$ cat src/rtl/arb_mux_nto1_pkg.sv
// Shared definitions for the N-to-1 registered selector: mode encodings and a
// constant-foldable clog2 used to size select/id fields.
package arb_mux_nto1_pkg;

   localparam int unsigned MODE_FIXED = 0;
   localparam int unsigned MODE_RR    = 1;

   function automatic int unsigned clog2(input int unsigned v);
      int unsigned r;
      int unsigned p;
      r = 0;
      p = 1;
      while (p < v) begin
         p = p << 1;
         r = r + 1;
      end
      return r;
   endfunction

endpackage

$ cat src/rtl/arb_mux_nto1_rr_arbiter.sv
// Round-robin arbiter: owns the priority pointer and the wrapping search that
// starts at the pointer; the pointer moves past the winner only on a transfer.
module rr_arbiter
   import arb_mux_nto1_pkg::*;
#(
   parameter int unsigned N     = 4,
   parameter int unsigned SEL_W = clog2(N)
) (
   input  logic             clk,
   input  logic             rst_n,
   input  logic [N-1:0]     req,
   input  logic             advance,
   output logic [N-1:0]     grant_oh,
   output logic [SEL_W-1:0] grant_id
);

   logic [SEL_W-1:0] ptr_q, ptr_d;
   logic [SEL_W-1:0] idx_c;
   logic             found_c;
   int unsigned      idx_full_c;

   // First requester at or after ptr_q, wrapping modulo N.
   always_comb begin
      grant_oh   = '0;
      grant_id   = '0;
      found_c    = 1'b0;
      idx_full_c = 0;
      idx_c      = '0;
      for (int unsigned k = 0; k < N; k++) begin
         idx_full_c = 32'(ptr_q) + k;
         if (idx_full_c >= N) begin
            idx_full_c = idx_full_c - N;
         end
         idx_c = SEL_W'(idx_full_c);
         if (!found_c && req[idx_c]) begin
            found_c         = 1'b1;
            grant_oh[idx_c] = 1'b1;
            grant_id        = idx_c;
         end
      end
   end

   always_comb begin
      ptr_d = ptr_q;
      if (advance) begin
         ptr_d = (grant_id == SEL_W'(N - 1)) ? '0 : grant_id + SEL_W'(1);
      end
   end

   always_ff @(posedge clk or negedge rst_n) begin
      if (!rst_n) begin
         ptr_q <= '0;
      end else begin
         ptr_q <= ptr_d;
      end
   end

endmodule

$ cat src/rtl/arb_mux_nto1.sv
// N-channel registered selector with valid/ready handshakes. Fixed mode picks
// the channel named by sel; RR mode arbitrates round-robin among requesters.
module arb_mux_nto1
   import arb_mux_nto1_pkg::*;
#(
   parameter int unsigned WIDTH   = 16,
   parameter int unsigned N       = 4,
   parameter int unsigned RR_MODE = MODE_FIXED,
   parameter int unsigned SEL_W   = clog2(N)
) (
   input  logic               clk,
   input  logic               rst_n,
   input  logic [N-1:0]       in_valid,
   input  logic [N*WIDTH-1:0] in_data,
   output logic [N-1:0]       in_ready,
   input  logic [SEL_W-1:0]   sel,
   output logic               out_valid,
   output logic [WIDTH-1:0]   out_data,
   output logic [SEL_W-1:0]   out_id,
   input  logic               out_ready
);

   logic               can_load_c;
   logic [N-1:0]       grant_oh_c;
   logic [SEL_W-1:0]   grant_id_c;
   logic               xfer_c;
   logic [WIDTH-1:0]   sel_data_c;

   logic               out_valid_q, out_valid_d;
   logic [WIDTH-1:0]   out_data_q,  out_data_d;
   logic [SEL_W-1:0]   out_id_q,    out_id_d;

   // Gating with rst_n keeps in_ready low while reset is held.
   assign can_load_c = rst_n & (~out_valid_q | out_ready);

   generate
      if (RR_MODE == MODE_RR) begin : g_rr
         logic unused_sel;
         assign unused_sel = ^sel;

         rr_arbiter #(
            .N     (N),
            .SEL_W (SEL_W)
         ) u_arb (
            .clk      (clk),
            .rst_n    (rst_n),
            .req      (in_valid),
            .advance  (xfer_c),
            .grant_oh (grant_oh_c),
            .grant_id (grant_id_c)
         );
      end else begin : g_fixed
         // Out-of-range sel matches no channel, so it yields no grant.
         always_comb begin
            grant_oh_c = '0;
            for (int unsigned i = 0; i < N; i++) begin
               if ((32'(sel) == i) && in_valid[i]) begin
                  grant_oh_c[i] = 1'b1;
               end
            end
         end
         assign grant_id_c = sel;
      end
   endgenerate

   assign in_ready = grant_oh_c & {N{can_load_c}};
   assign xfer_c   = |(in_valid & in_ready);

   always_comb begin
      sel_data_c = '0;
      for (int unsigned i = 0; i < N; i++) begin
         if (grant_oh_c[i]) begin
            sel_data_c = in_data[i*WIDTH +: WIDTH];
         end
      end
   end

   // Load wins over drain so back-to-back transfers keep out_valid high.
   always_comb begin
      out_valid_d = out_valid_q;
      out_data_d  = out_data_q;
      out_id_d    = out_id_q;
      if (xfer_c) begin
         out_valid_d = 1'b1;
         out_data_d  = sel_data_c;
         out_id_d    = grant_id_c;
      end else if (out_ready) begin
         out_valid_d = 1'b0;
      end
   end

   always_ff @(posedge clk or negedge rst_n) begin
      if (!rst_n) begin
         out_valid_q <= 1'b0;
         out_data_q  <= '0;
         out_id_q    <= '0;
      end else begin
         out_valid_q <= out_valid_d;
         out_data_q  <= out_data_d;
         out_id_q    <= out_id_d;
      end
   end

   assign out_valid = out_valid_q;
   assign out_data  = out_data_q;
   assign out_id    = out_id_q;

endmodule

$ cat config.mk
export PLATFORM = sky130hd
export DESIGN_NAME = arb_mux_nto1
export DESIGN_NICKNAME = d
export VERILOG_FILES = /design/src/rtl/arb_mux_nto1_pkg.sv /design/src/rtl/arb_mux_nto1_rr_arbiter.sv /design/src/rtl/arb_mux_nto1.sv
export SDC_FILE = /design/constraint.sdc
export NUM_CORES = 1
export LEC_CHECK = 0
export ABC_AREA = 1
export BUFFER_PORTS_ARGS = -buffer_cell sky130_fd_sc_hd__buf_2
export CELL_PAD_IN_SITES_DETAIL_PLACEMENT = 1
export CELL_PAD_IN_SITES_GLOBAL_PLACEMENT = 1
export CORE_ASPECT_RATIO = 1.25
export CORE_MARGIN = 2
export CORE_UTILIZATION = 26
export DETAILED_ROUTE_END_ITERATION = 10
export PLACE_DENSITY = 0.86
export SLEW_MARGIN = 40
export SYNTH_ARGS = -nofsm -noshare
export SYNTH_HDL_FRONTEND = slang
export SYNTH_SLANG_ARGS = --single-unit
export TNS_END_PERCENT = 1
$ cat constraint.sdc
create_clock -name clk -period 1.3 [get_ports clk]
set_input_delay 0 -clock clk [delete_from_list [all_inputs] [get_ports clk]]
set_output_delay 0 -clock clk [all_outputs]
set_load 0.02 [all_outputs]
[After elaboration in Yosys (flattened, before gate mapping)]
Cells that the tools add are included.
Cells by class
  equality and inequality tests: 3
  bitwise logic cells: 5
  reduce and logical (&&, ||, !) cells: 7
  multiplexer cells: 10
Operator list (count)
  2-to-1 mux 16 bit: 4
  bitwise AND 4 bit: 2
  2-to-1 mux 1 bit: 6
  equality test 2 bit (second input constant): 2
  logical AND 1 bit: 4
  OR reduction 4 bit: 1
  equality test 2 x 1 -> 1 bit (second input constant): 1
  logical NOT 2 bit: 1
  nonzero test 2 bit: 1
  bitwise AND 1 bit: 1
  NOT 1 bit: 1
  OR 1 bit: 1
Word-level totals
  output and inout bits: 23
  bits of input ports: 73
  bits in registers: 19
  logic and storage cells: 28

[Depth between registers and ports, before layout]
Gate-level depths: netlist of run 1.
  word-level depth: 7
  depth in mapped cells: 9
  gate-level depth less buffers: 8

[Least setup slack after synthesis of run 1]
OpenSTA, ideal clock, no wires.
  path type: register to register
  start: reg out_valid_q, in the netlist out_valid
  end: reg out_data_q[10], in the netlist out_data[10]
  setup time: 117 ps
  period minus slack after synthesis: 1338 ps
  arrival: 1221 ps
  slack: -38 ps
  data required time: 1183 ps
  buffers on the path: 1
  cell stages (with the launch flop): 9
  cells stage by stage: dfrtp_1 > nand2_1 > nand2_1 > inv_1 > o21ai_1 > nand2_2 > buf_4 > nand2_1 > nand2_1
On the way
  word-level cells in the longest chain between the ends: 6
Ends and longest elaborated chain
  start, declared: line arb_mux_nto1.sv:29  | logic out_valid_q, out_valid_d;
  start signal, assigned: line arb_mux_nto1.sv:98  | out_valid_q <= out_valid_d;
  NOT 1 bit: line arb_mux_nto1.sv:34  | assign can_load_c = rst_n & (~out_valid_q | out_ready);
  OR 1 bit: line arb_mux_nto1.sv:34
  bitwise AND 1 bit: line arb_mux_nto1.sv:34
  bitwise AND 4 bit: line arb_mux_nto1.sv:66  | assign in_ready = grant_oh_c & {N{can_load_c}};
  bitwise AND 4 bit: line arb_mux_nto1.sv:67  | assign xfer_c = |(in_valid & in_ready);
  OR reduction 4 bit: line arb_mux_nto1.sv:67
  end signal, assigned: line arb_mux_nto1.sv:99  | out_data_q <= out_data_d;
  end, declared: line arb_mux_nto1.sv:30  | logic [WIDTH-1:0] out_data_q, out_data_d;
No other way between the ends.
A chain may end at the register's enable or synchronous reset.

[Worst setup path after layout of run 1]
  start: reg out_valid_q, in the netlist out_valid
  end: out in_ready[3]
On the way
  word-level cells in the longest chain between the ends: 4
Ends and longest elaborated chain
  NOT 1 bit: line arb_mux_nto1.sv:34
  OR 1 bit: line arb_mux_nto1.sv:34
  bitwise AND 1 bit: line arb_mux_nto1.sv:34
  bitwise AND 4 bit: line arb_mux_nto1.sv:66
  end, declared: line arb_mux_nto1.sv:15  | output logic [N-1:0] in_ready,
No other way between the ends.

==> results of run 1 <==
[synth_stat cells]
library cell and number:
nand2_1 57, nand4_1 48, nand3_1 35, dfrtp_1 19, buf_2 11, clkbuf_1 5
nor3_1 4, nor2_1 3, buf_6 2, inv_1 2, nor2_2 2, buf_1 1
buf_4 1, inv_2 1, nand2_2 1, o21ai_1 1, o21ai_2 1
[worst paths after layout]
path / cells after the start / from / to / slack, ns
max in group asynchronous: 3 / rst_n / out_valid$_DFFE_PN0P_ / 0.80
min in group asynchronous: 3 / rst_n / out_data[2]$_DFFE_PN0P_ / 0.29
worst max-delay path: 5 / out_valid$_DFFE_PN0P_ / in_ready[3] / 0.05
worst max register to register: 7 / out_valid$_DFFE_PN0P_ / out_data[6]$_DFFE_PN0P_ / 0.10
worst min-delay path: 4 / out_ready / out_valid$_DFFE_PN0P_ / 0.05
worst min register to register: 2 / out_data[1]$_DFFE_PN0P_ / out_data[1]$_DFFE_PN0P_ / 0.51
[cell type report]
cell class | instances | share of cell area
inverter | 3 | 0.00550
clock buffer | 4 | 0.0220
timing repair buffer | 113 | 0.314
sequential | 19 | 0.233
multi-input combinational | 152 | 0.388
tap | 62 | 0.0379
[cell usage in the layout (no fill, tap or decap), drive strengths merged]
| cell type | netlist | layout |
|---|---|---|
| nand3 | 35 | 35 |
| nand4 | 48 | 48 |
| nand2 | 58 | 58 |
| inv | 3 | 3 |
| nor2 | 5 | 5 |
| nor3 | 4 | 4 |
| o21ai | 2 | 2 |
| dfrtp | 19 | 19 |
| buf | 15 | 112 |
| clkbuf | 5 | 4 |
| dlygate4sd3 | 0 | 1 |
[cell families after synthesis]
group           after synthesis  share of synthesized area
compound gates                2                     0.0102
simple gates                150                      0.549
flops                        19                      0.353
buf+inv                      23                     0.0882
[state kept, by name, indices dropped and copies added (netlist names)]
| name | count |
|---|---|
| out_id | 2 |
| out_valid | 1 |
| out_data | 16 |
[what timing repair did]
item	4_1_cts	5_1_grt
setup endpoints to repair	3	23
hold buffers	1	0
endpoints found under the hold margin	19	0
setup buffers	0	0
cloned	0	1
resized for setup	0	17
[worst max-delay path, stage by stage, from the launching register on]
cell and delay, ns:
dfrtp_2 0.41, nand2_2 0.09, nand2_2 0.06, buf_4 0.16, nor3_2 0.13, buf_4 0.17
[report_power, final]
part	internal (mW)	switching [mW]
sequential	0.709	0.0677
combinational	0.306	0.477
clock	0.217	0.169
[layer usage]
metal  share of wire  routed length, um  track usage
met1            0.41               2290        0.266
met2            0.54               3000        0.334
met3           0.030                166      0.00804
met4           0.023                128       0.0636
met5               0                  0            0
[stage by stage]
| step | worst slack (ns) | utilization | instance area, um^2 | power (mW) | TNS [ns] |
|---|---|---|---|---|---|
| after floorplan | 0.0105 | - | 1350 | 1.20 | 0 |
| after global placement | 0.140 | 0.382 | 1930 | 1.54 | 0 |
| after detailed placement | 0.0612 | 0.382 | 1930 | 1.55 | 0 |
| after CTS | -0.0443 | 0.393 | 1980 | 1.94 | -0.0982 |
| after global routing | -0.0102 | 0.406 | 2050 | 2.07 | -0.0161 |
| final | 0.0473 | 0.406 | 2050 | 1.95 | 0 |
==> run_results.csv, run 1 <==
group,metric,value,unit
run_status,status,"completed",
floorplanning,die_w,68.4,um
logic_synthesis,synth_top_area_frac,0.353,
clocking,ctsHtreeMaxLevel,1,
floorplanning,die_area,5780,um^2
logic_synthesis,synth_nets,267,
cells_and_area,layout.nets,365,
placed_design,routabilityCongestion,0.814,
clocking,cts.sinks,19,
worst_setup_path,worstSetupPathType,"register to output pin",
logic_synthesis,synthCells,194,
worst_setup_path,end_kind,"output pin",
drt,dr.pass1.iters,4,
hold_path,hold_class,"input pin to register",
sta,rsz0062_at_grt,"true",
placed_design,dp.cells,347,
sta,maxSlewHeadroom,0.806,
clocking,cts.path.max_buffers,2,
clocking,clk_latency,0.24,ns
grt,grt-ovfl-total,0,
sta,period_minus_slack,1.25,ns
floorplanning,num_io_pins,96,
sta,fmax,798,MHz
drt,routed_wl,5590,um
cells_and_area,layout-drive-gt1-share,0.440,
drt,ant_nets,0,
worst_setup_path,arrival,1.25,ns
grt,antenna_found_initial,0,
grt,grt_pass1_wl,9040,um
floorplanning,initial_utilization,0.267,
power_and_ir_drop,powerDensity,951,nW/um^2
logic_synthesis,synth.avg_cell_area,6.95,um^2
cells_and_area,regArea,477,um^2
sta,fin_skew,0.00115,ns
drt,vias,1826,
grt,grt_pass1_vias,1907,
floorplanning,fp.dieH,84.5,um
logic_synthesis,synth_seq_cells,19,
cells_and_area,fillCellCount,672,
floorplanning,core_area,5040,um^2
sta,worstMarginPinSlew,0.291,ns
grt,grt_max_degree,21,
worst_setup_path,critPathMaxFanout,4,
sta,hold_viol_final,0,
sta,whs,0.0470,ns
worst_setup_path,crit_required,1.30,ns
placed_design,io_buffer_count,95,
cells_and_area,multi_input_area,793,um^2
cells_and_area,stdcell_count,353,
clocking,cts_tree,"done",
sta,report.final.slew_viol_count,0,
cells_and_area,area_growth,51.9,%
logic_synthesis,syn_area,1350,um^2
sta,finalCritPeriodShare,0.964,
logic_synthesis,yosysSeqAreaShare,0.353,
logic_synthesis,yosysWarnings,0,
clocking,path_clk_slew,0.06,ns
drt,drc,0,
job,cap_viol_max_count,0,
drt,detail_route.wl_per_cell,15.8,um
clocking,numCtsBuffers,3,
floorplanning,fp-row-count,29,
clocking,ctsRootBufferMaster,"clkbuf_8",
cells_and_area,diodes,0,
logic_synthesis,synth_top_area_cell,"dfrtp_1",
logic_synthesis,yosysUniqueCellTypes,17,
worst_setup_path,critPathLaunchType,"register",
power_and_ir_drop,leakage,1.09,nW
sta,setup_viol,0,
drt,first_iter_violations,76,
placed_design,dp_hpwl,4410,um
logic_synthesis,ys_top_cells_by_area,"dfrtp_1 35%, nand4_1 22%, nand2_1 16%",
grt,grtUsageTotal,0.198,
drt,viasPerCell,5.17,
power_and_ir_drop,peakVddDrop,0.343,mV
Note: power is estimated with default switching activity, not from simulation.
==> run 2, diff against run 1 <==
BUFFER_PORTS_ARGS = -buffer_cell sky130_fd_sc_hd__clkbuf_2   (was -buffer_cell sky130_fd_sc_hd__buf_2)
SYNTH_HIERARCHICAL = 1   (was unset)
==> run_results.csv, run 2 <==
group,metric,value,unit
logic_synthesis,ys_top_cells_by_area,"dfrtp_1 35%, nand4_1 22%, nand2_1 16%",
grt,antenna_found_initial,0,
power_and_ir_drop,powerDensity,954,nW/um^2
run_status,status,"completed",
worst_setup_path,slowest_delay,0.42,ns
logic_synthesis,synth.avg_cell_area,6.95,um^2
logic_synthesis,synth_top_area_frac,0.353,
floorplanning,die_area,5780,um^2
worst_setup_path,critical_path.top_delay_family,"flip-flops",
worst_setup_path,path_buf_inv,2,
drt,drt-met1-wl,2310,um
sta,maxSlewHeadroom,0.828,
logic_synthesis,synth_flop_cell,"dfrtp_1",
logic_synthesis,synth_nets,267,
worst_setup_path,worstSetupPathType,"register to output pin",
cells_and_area,largest_reg_flops,16,
floorplanning,num_io_pins,96,
logic_synthesis,async_flop_share,1.00,
sta,fin_skew,0.00255,ns
power_and_ir_drop,switching_power,0.737,mW
logic_synthesis,synth_commonest_cells,"57 x nand2_1, 48 x nand4_1, 35 x nand3_1, 19 x dfrtp_1, 11 x buf_2",
clocking,cts_tree,"done",
power_and_ir_drop,peakVddDrop,0.317,mV
clocking,ctsHtreeMaxLevel,1,
drt,drc,0,
power_and_ir_drop,p_int,1.24,mW
sta,finalCritPeriodShare,0.981,
drt,met3_length,160,um
logic_synthesis,synthCells,194,
drt,wl_met2,3020,um
cells_and_area,final_common_cell,"clkbuf_2",
drt,ant_nets,0,
grt,grt-ovfl-total,0,
floorplanning,fp-row-count,29,
sta,report.final.slew_viol_count,0,
worst_setup_path,crit_top_cell,"nand2_2",
clocking,cts.sinks,19,
worst_setup_path,crit_required,1.30,ns
logic_synthesis,yosysSeqAreaShare,0.353,
cells_and_area,area_growth,53.4,%
clocking,numCtsBuffers,3,
logic_synthesis,synth-edff-count,0,
sta,hold_viol_final,0,
logic_synthesis,synth_seq_cells,19,
cells_and_area,layout.nets,366,
drt,vias,1840,
drt,detail_route.wl_per_cell,15.9,um
grt,grt_pass1_vias,1943,
logic_synthesis,yosysWarnings,6,
drt,viasPerCell,5.20,
floorplanning,die_w,68.4,um
cells_and_area,layout-drive-gt1-share,0.442,
clocking,postCtsSetupBuffers,0,
drt,routed_wl,5630,um
placed_design,dp_hpwl,4490,um
power_and_ir_drop,clkPwrFrac,0.203,
logic_synthesis,yosysUniqueCellTypes,17,
worst_setup_path,end_kind,"output pin",
grt,grt_max_degree,21,
sta,tns,0,ns
clocking,ctsRootBufferMaster,"clkbuf_8",
drt,dr.max_layer_used,"met4",
logic_synthesis,yosysMostFrequentCell,"nand2_1",
power_and_ir_drop,power_frac_comb,0.398,
drt,dr.pass1.iters,4,
clocking,cts.path.max_buffers,2,
sta,rsz0062_at_grt,"true",
worst_setup_path,crit_chain,"nand2_2 -> nand2_2 -> buf_6 -> nor3_4 -> clkbuf_8",
sta,fmax,784,MHz
worst_setup_path,arrival,1.27,ns
cells_and_area,diodes,0,
placed_design,io_buffer_count,95,
floorplanning,initial_utilization,0.267,
sta,period_minus_slack,1.27,ns
power_and_ir_drop,leakage,1.11,nW
cells_and_area,utilization,0.410,
grt,grtUsageTotal,0.202,
logic_synthesis,syn_area,1350,um^2
grt,grt_pass1_wl,9130,um
sta,worstMarginPinSlew,0.258,ns
drt,first_iter_violations,127,
logic_synthesis,synth_top_area_cell,"dfrtp_1",
clocking,path_clk_slew,0.07,ns
power_and_ir_drop,p_seq_frac,0.399,
worst_setup_path,cp_slowest_cell,"dfrtp_2",
worst_setup_path,critPathLaunchType,"register",
power_and_ir_drop,sw_frac_of_total,0.374,
floorplanning,core_area,5040,um^2
cells_and_area,fillCellCount,688,
worst_setup_path,critPathMaxFanout,4,
sta,setup_viol,0,
floorplanning,fp.dieH,84.5,um
job,cap_viol_max_count,0,
hold_path,hold_class,"input pin to register",
cells_and_area,layout_common_cells,"91 x clkbuf_2, 55 x nand2_1, 48 x nand4_1, 35 x nand3_1",
clocking,clk_latency,0.25,ns
placed_design,routabilityCongestion,0.806,
run 2: changes by cell type in the layout (fill, tap and decap cells not counted), sizes merged:
cell	change
clkbuf	+92
buf	-91
run 2: power groups by stage:
stage	Combinational [mW]	Clock, mW	Sequential, mW
6_report	0.785	0.401	0.787
5_1_grt	0.864	0.437	0.801
4_1_cts	0.784	0.411	0.788
3_5_place_dp	0.761	0	0.797
3_3_place_gp	0.742	0	0.796
2_1_floorplan	0.272	0	0.926
run 2: tightest hold or removal path: stages:
cell and delay (ns):
clkbuf_2 0.08, inv_1 0.05, nand2_2 0.08, nand3_1 0.08
run 2: stage by stage:
stage               hold WS (ns)  cells  instance area [um^2]  setup WS, ns  total power, mW
global placement          0.0169    348                  1930         0.102             1.54
finish                    0.0659    354                  2070        0.0252             1.97
global route              0.0888    354                  2070       -0.0469             2.10
CTS                       0.0705    353                  2050       0.00345             1.98
detailed placement        0.0107    348                  1930        0.0575             1.56
floorplan                 -0.296    194                  1350        0.0105             1.20
run 2: final timing paths:
| check | to | slack [ns] | cells after the start | startpoint |
|---|---|---|---|---|
| min reg2reg | out_data[1]$_DFFE_PN0P_ | 0.51 | 2 | out_data[1]$_DFFE_PN0P_ |
| min in group asynchronous | out_data[0]$_DFFE_PN0P_ | 0.28 | 3 | rst_n |
| max reg2reg | out_id[1]$_DFFE_PN0P_ | 0.11 | 7 | out_valid$_DFFE_PN0P_ |
| max | in_ready[0] | 0.03 | 5 | out_valid$_DFFE_PN0P_ |
| max in group asynchronous | out_valid$_DFFE_PN0P_ | 0.80 | 3 | rst_n |
| min | out_valid$_DFFE_PN0P_ | 0.07 | 4 | out_ready |
run 2: layout make-up:
cell class                 instances  area (um^2)  share of cell area
inverter                           3         11.3             0.00545
clock buffer                       4         45.0              0.0218
multi-input combinational        152          800               0.387
sequential                        19          477               0.231
timing repair buffer             114          657               0.318
tap                               62         77.6              0.0375
run 2: kinds of logic after synthesis:
| kind of cell | share of synthesized area |
|---|---|
| AND/OR/NAND/NOR | 0.549 |
| buffers and inverters | 0.0882 |
| flip-flops | 0.353 |
| AO/OA/AOI/OAI | 0.0102 |
run 2: layer usage:
metal / up-vias / GRT usage
li1: 898 / -
met1: 872 / 0.250
met2: 55 / 0.353
met3: 15 / 0.00804
met4: 0 / 0.0836
met5: - / 0
run 2: what timing repair did:
item,in CTS,in global routing
hold endpoints to repair,19,0
hold buffers,1,0
resized for setup,14,8
pin swaps,2,0
endpoints found under the setup margin,4,23
gates cloned,0,1
